--- config.mk ---
export PLATFORM = sky130hd
export DESIGN_NAME = keypad_code_entry
export DESIGN_NICKNAME = d
export VERILOG_FILES = /design/src/rtl/keypad_code_entry.sv
export SDC_FILE = /design/constraint.sdc
export NUM_CORES = 1
export LEC_CHECK = 0
export CAP_MARGIN = 15
export CORE_MARGIN = 2
export CORE_UTILIZATION = 40
export CTS_CLUSTER_DIAMETER = 80
export CTS_CLUSTER_SIZE = 16
export DETAILED_ROUTE_END_ITERATION = 6
export PLACE_DENSITY = 0.67
export SLEW_MARGIN = 0
export SYNTH_ARGS = -nofsm -noshare
export SYNTH_HDL_FRONTEND = slang
export SYNTH_SLANG_ARGS = --single-unit
--- constraint.sdc ---
create_clock -name clk -period 3 [get_ports clk]
set_clock_uncertainty 0.2 [all_clocks]
set_input_delay 0.45 -clock clk [delete_from_list [all_inputs] [get_ports clk]]
set_output_delay 0.45 -clock clk [all_outputs]
set_load 0.02 [all_outputs]
--- src/rtl/keypad_code_entry.sv ---
// rtl/keypad_code_entry.sv - keypad digit accumulator, code submit, fail counting and lockout
//
// Ports:
//   clk           in   clock, all state on rising edge
//   rst_n         in   asynchronous active-low reset
//   key_valid     in   high while a debounced key is held
//   key_code[3:0] in   0-9 digit, 4'hA ENTER, 4'hB CLEAR, 4'hC-4'hF ignored
//   door_open     in   door-unlocked indication from the lock FSM
//   access_code   out  registered code, stable from SUBMIT until the next ENTER
//   validate_code out  one-cycle code-check request (high in SUBMIT)
//   entry_error   out  one-cycle pulse on a bad entry or inactivity timeout
//   locked        out  high throughout LOCKOUT
//   entry_state   out  current state encoding
//   digit_count   out  digits captured (0..2)
module keypad_code_entry #(
    parameter int TIMEOUT_CYCLES = 32,
    parameter int RESULT_WAIT    = 4,
    parameter int MAX_FAILS      = 3,
    parameter int LOCKOUT_CYCLES = 64
) (
    input  logic       clk,
    input  logic       rst_n,
    input  logic       key_valid,
    input  logic [3:0] key_code,
    input  logic       door_open,
    output logic [3:0] access_code,
    output logic       validate_code,
    output logic       entry_error,
    output logic       locked,
    output logic [2:0] entry_state,
    output logic [1:0] digit_count
);

    localparam logic [2:0] IDLE        = 3'd0;
    localparam logic [2:0] ENTRY       = 3'd1;
    localparam logic [2:0] SUBMIT      = 3'd2;
    localparam logic [2:0] WAIT_RESULT = 3'd3;
    localparam logic [2:0] DOOR_OPEN   = 3'd4;
    localparam logic [2:0] LOCKOUT     = 3'd5;

    localparam logic [7:0] TIMEOUT_LAST = 8'(TIMEOUT_CYCLES - 1);
    localparam logic [7:0] WAIT_LAST    = 8'(RESULT_WAIT - 1);
    localparam logic [7:0] LOCK_LAST    = 8'(LOCKOUT_CYCLES - 1);
    localparam logic [3:0] FAIL_LIMIT   = 4'(MAX_FAILS);

    logic [2:0] state_q, state_d;
    logic       key_valid_q;
    logic [6:0] acc_q, acc_d;
    logic [1:0] digits_q, digits_d;
    // One counter serves the inactivity timer, result wait and lockout;
    // it is only ever meaningful within a single state.
    logic [7:0] cnt_q, cnt_d;
    logic [3:0] fails_q, fails_d;
    logic [3:0] code_q, code_d;
    logic       err_q, err_d;

    logic       press;
    logic       is_digit;
    logic       is_enter;
    logic       is_clear;
    logic       accepted;
    logic [3:0] fails_inc;

    assign press     = key_valid & ~key_valid_q;
    assign is_digit  = (key_code <= 4'd9);
    assign is_enter  = (key_code == 4'hA);
    assign is_clear  = (key_code == 4'hB);
    // Keys C-F never count as presses, so they do not reset the timer.
    assign accepted  = press & (is_digit | is_enter | is_clear);
    assign fails_inc = fails_q + 4'd1;

    always_comb begin
        state_d  = state_q;
        acc_d    = acc_q;
        digits_d = digits_q;
        cnt_d    = cnt_q;
        fails_d  = fails_q;
        code_d   = code_q;
        err_d    = 1'b0;
        case (state_q)
            IDLE: begin
                if (press && is_digit) begin
                    acc_d    = {3'b000, key_code};
                    digits_d = 2'd1;
                    cnt_d    = 8'd0;
                    state_d  = ENTRY;
                end
            end
            ENTRY: begin
                // A press wins over a timeout landing in the same cycle.
                if (accepted) begin
                    cnt_d = 8'd0;
                    if (is_digit) begin
                        if (digits_q == 2'd1) begin
                            acc_d    = acc_q * 7'd10 + {3'b000, key_code};
                            digits_d = 2'd2;
                        end else begin
                            err_d    = 1'b1;
                            acc_d    = 7'd0;
                            digits_d = 2'd0;
                            state_d  = IDLE;
                        end
                    end else if (is_enter) begin
                        if (acc_q > 7'd15) begin
                            err_d    = 1'b1;
                            acc_d    = 7'd0;
                            digits_d = 2'd0;
                            state_d  = IDLE;
                        end else begin
                            code_d  = acc_q[3:0];
                            acc_d   = 7'd0;
                            state_d = SUBMIT;
                        end
                    end else begin
                        acc_d    = 7'd0;
                        digits_d = 2'd0;
                        state_d  = IDLE;
                    end
                end else if (cnt_q == TIMEOUT_LAST) begin
                    err_d    = 1'b1;
                    acc_d    = 7'd0;
                    digits_d = 2'd0;
                    cnt_d    = 8'd0;
                    state_d  = IDLE;
                end else begin
                    cnt_d = cnt_q + 8'd1;
                end
            end
            SUBMIT: begin
                digits_d = 2'd0;
                cnt_d    = 8'd0;
                state_d  = WAIT_RESULT;
            end
            WAIT_RESULT: begin
                if (door_open) begin
                    fails_d = 4'd0;
                    cnt_d   = 8'd0;
                    state_d = DOOR_OPEN;
                end else if (cnt_q == WAIT_LAST) begin
                    fails_d = fails_inc;
                    cnt_d   = 8'd0;
                    state_d = (fails_inc == FAIL_LIMIT) ? LOCKOUT : IDLE;
                end else begin
                    cnt_d = cnt_q + 8'd1;
                end
            end
            DOOR_OPEN: begin
                if (!door_open) begin
                    state_d = IDLE;
                end
            end
            LOCKOUT: begin
                if (cnt_q == LOCK_LAST) begin
                    fails_d = 4'd0;
                    cnt_d   = 8'd0;
                    state_d = IDLE;
                end else begin
                    cnt_d = cnt_q + 8'd1;
                end
            end
            default: begin
                state_d = IDLE;
            end
        endcase
    end

    always_ff @(posedge clk or negedge rst_n) begin
        if (!rst_n) begin
            state_q     <= IDLE;
            key_valid_q <= 1'b0;
            acc_q       <= 7'd0;
            digits_q    <= 2'd0;
            cnt_q       <= 8'd0;
            fails_q     <= 4'd0;
            code_q      <= 4'd0;
            err_q       <= 1'b0;
        end else begin
            state_q     <= state_d;
            key_valid_q <= key_valid;
            acc_q       <= acc_d;
            digits_q    <= digits_d;
            cnt_q       <= cnt_d;
            fails_q     <= fails_d;
            code_q      <= code_d;
            err_q       <= err_d;
        end
    end

    assign access_code   = code_q;
    assign validate_code = (state_q == SUBMIT);
    assign entry_error   = err_q;
    assign locked        = (state_q == LOCKOUT);
    assign entry_state   = state_q;
    assign digit_count   = digits_q;

endmodule

==> flow_metrics.py <==
metrics = {
    "placement": {
        "gp_congestion": 0.7802,
        "port_buffers": 19,
        "hpwlAfterDp_mm": 2.909,
    },
    "global_routing": {
        "grt_max_degree": 20,
        "grt_util_all_layers": 0.1689,
        "gr-total-overflow": 0,
        "antenna_found_initial": 0,
        "grt_pass1_vias": 1460,
        "grt_pass1_wl_mm": 6.817,
    },
    "hold_path": {
        "holdCritPathClass": "input pin to async pin",
    },
    "power_and_ir_drop": {
        "powerDensity_nw_per_um2": 792.9,
        "internal_power_mw": 1.116,
        "peakVddDrop_v": 0.0005541,
        "switching_share": 0.3883,
        "p_clk_frac": 0.190,
        "p_seq_frac": 0.358,
        "p_leak_nw": 1.075,
        "comb_power_share": 0.451,
        "switching_power_uw": 708.4,
    },
    "worst_setup_path": {
        "cp_top_family": "buffers and inverters",
        "reg2reg_from": "cnt_q[0]$_DFFE_PN0P_",
        "r2r_slack_ns": 0.61,
        "critical_path_buf_inv_count": 1,
        "reg2regPathDepth": 6,
        "required_ns": 2.35,
        "crit_path_max_fanout": 14,
        "path_cells": "nand2b_1 -> nor2_1 -> clkdlybuf4s50_1",
        "rr_endpoint": "cnt_q[7]$_DFFE_PN0P_",
        "cp-start-kind": "register",
        "crit_path_max_incr_delay_ns": 0.63,
        "criticalPathCategory": "register to primary output",
        "end_kind": "primary output",
        "worstPathArrival_ns": 1.90,
        "cp_slowest_cell": "clkdlybuf4s50_1",
    },
    "sta": {
        "timing.setup.tns_ns": 0,
        "rsz0062_at_grt": "false",
        "final_max_slew_viol_count": 0,
        "relSlewSlack": 0.5170,
        "min_period_over_period": 0.8483,
        "hold-worst-slack_ns": 0.2956,
        "tightest_slew_ns": 0.7211,
        "period_needed_ns": 2.545,
        "hold_violations": 0,
        "max_clock_freq_ghz": 0.3929,
        "finalSetupViolCount": 0,
    },
    "detailed_routing": {
        "vias_per_cell": 5.581,
        "ant_nets": 0,
        "drcViolationCount": 0,
        "drt_first_pass_iters": 4,
        "wirelength_mm": 3.889,
        "wl_per_cell_um": 14.68,
        "num_vias": 1479,
        "dr.first_iter.drc_count": 87,
    },
    "cts": {
        "numClockSinks": 30,
        "cts.path.max_buffers": 2,
        "cts.reportedPaths.clkPinSlew_ns": 0.06,
        "cts_hold_buf": 0,
        "cts_tree": "built",
        "post_cts_resized": 0,
        "cts_root_buf": "clkbuf_8",
        "cts_buffers": 5,
        "worstSkewPairLatency_ns": 0.30,
        "htree_levels": 2,
        "cts_setup_buffers": 0,
    },
    "floorplan": {
        "fp-row-count": 25,
        "dieArea_um2": 5399,
        "core_area_um2": 4692,
        "io_pins": 20,
        "initial_utilization": 0.4115,
        "die_w_um": 73.48,
        "chipHeight_um": 73.48,
    },
    "synthesis": {
        "synthesis.nets": 202,
        "ys_seq_area_frac": 0.3889,
        "ys_ff_latch": 30,
        "syn_inst": 182,
        "synth-main-ff-cell": "dfrtp_1",
        "yosys.cell_types.count": 52,
        "syn_area_um2": 1931,
        "yosys_warnings": 0,
        "syn_area_per_cell_um2": 10.61,
        "async_reset_ff_frac": 1.000,
        "synth_edf_count": 0,
    },
    "flow_run": {
        "maxCapViolCount": 0,
    },
    "cells_and_area": {
        "layout_common_cells": "dfrtp_1 (30), clkdlybuf4s50_1 (19), nand2_1 (13), nor2_1 (11)",
        "fill_cells": 430,
        "fin_util": 0.4904,
        "nNetsFinal": 230,
        "layout_commonest_cell": "dfrtp_1",
        "syn_to_final_growth_pct": 19.18,
        "drive_above_1_share": 0.1611,
        "diodes": 0,
    },
    "status": {
        "status": "finished, final reports clean",
    },
}
## kinds of logic (layout without fill, tap and decap cells)
| group | after synthesis | in the layout | share of synthesized area |
|---|---|---|---|
| mux | 10 | 10 | 0.06092 |
| buf+inv | 13 | 42 | 0.02981 |
| flops | 30 | 30 | 0.3889 |
| fa+ha+maj | 12 | 12 | 0.08555 |
| simple gates | 62 | 62 | 0.1951 |
| xor+xnor | 9 | 9 | 0.04083 |
| compound gates | 46 | 46 | 0.1990 |
## per-stage QoR
step | area [um^2] | std cells | setup slack [ns] | total power, mW
global route | 2301 | 265 | 0.3285 | 1.967
floorplan | 1931 | 182 | 0.7230 | 1.263
global placement | 2206 | 257 | 0.3144 | 1.472
detailed placement | 2206 | 257 | 0.2848 | 1.485
CTS | 2301 | 265 | 0.4398 | 1.838
finish | 2301 | 265 | 0.4550 | 1.824
## layer usage
metal | vias up | wire length (um) | track usage
li1 | 736 | - | -
met1 | 706 | 1918 | 0.2372
met3 | 6 | 209 | 0.03018
met5 | - | 0 | 0
met2 | 31 | 1682 | 0.2431
met4 | 0 | 79 | 0.09697
## synth_stat cells, types with 2 or more instances
cell | n | share of area
nor3_1 | 8 | 0.021
a211oi_1 | 2 | 0.0078
fa_1 | 2 | 0.021
nor2_1 | 11 | 0.021
a21oi_1 | 2 | 0.0052
inv_1 | 10 | 0.019
a211o_1 | 2 | 0.0091
xor2_1 | 3 | 0.014
mux2_4 | 2 | 0.016
nand2b_1 | 3 | 0.0097
nand2_1 | 13 | 0.025
a21o_1 | 8 | 0.031
mux2_2 | 6 | 0.035
nand3_1 | 5 | 0.013
o21ai_0 | 6 | 0.016
xnor2_1 | 6 | 0.027
mux2i_1 | 2 | 0.010
a31oi_1 | 2 | 0.0065
nor3b_1 | 4 | 0.016
a41oi_1 | 2 | 0.0091
nor2b_1 | 3 | 0.0097
ha_1 | 10 | 0.065
a22o_1 | 8 | 0.036
or3_1 | 2 | 0.0065
dfrtp_1 | 30 | 0.39
o21bai_1 | 3 | 0.012
nor4b_4 | 2 | 0.025
## power groups by stage
stage          clock network (mW)  logic, mW  registers, mW
2_1_floorplan                   0      0.607          0.656
3_3_place_gp                    0      0.815          0.657
6_report                    0.347      0.824          0.653
5_1_grt                     0.374      0.919          0.674
3_5_place_dp                    0      0.827          0.659
4_1_cts                     0.356      0.830          0.652
## registers in the layout, indices dropped and copies added, names as in the netlist
signal       cells
cnt_q            8
acc_q            7
access_code      4
fails_q          4
entry_state      3
digit_count      2
entry_error      1
key_valid_q      1
## area by class of cell
type	count	area [um^2]	share of cell area
inverter	10	37.54	0.01631
timing repair buffer	24	227.7	0.09897
tap	54	67.56	0.02936
sequential	30	750.7	0.3263
multi-input combinational	139	1122	0.4878
clock inverter	2	12.51	0.005438
clock buffer	6	82.58	0.03589
## worst max-delay path by stage
stage	end	depth (start not counted)	slack (ns)	start
after floorplan	entry_state[0]$_DFFE_PN0P_	6	0.72	entry_state[0]$_DFFE_PN0P_
after global placement	entry_state[0]$_DFFE_PN0P_	6	0.31	key_code[2]
after detailed placement	entry_state[2]$_DFFE_PN0P_	6	0.28	key_code[2]
after CTS	validate_code	3	0.44	entry_state[2]$_DFFE_PN0P_
after global routing	validate_code	3	0.33	entry_state[1]$_DFFE_PN0P_
final	validate_code	3	0.45	entry_state[2]$_DFFE_PN0P_
Note: power is estimated with default switching activity, not from simulation.
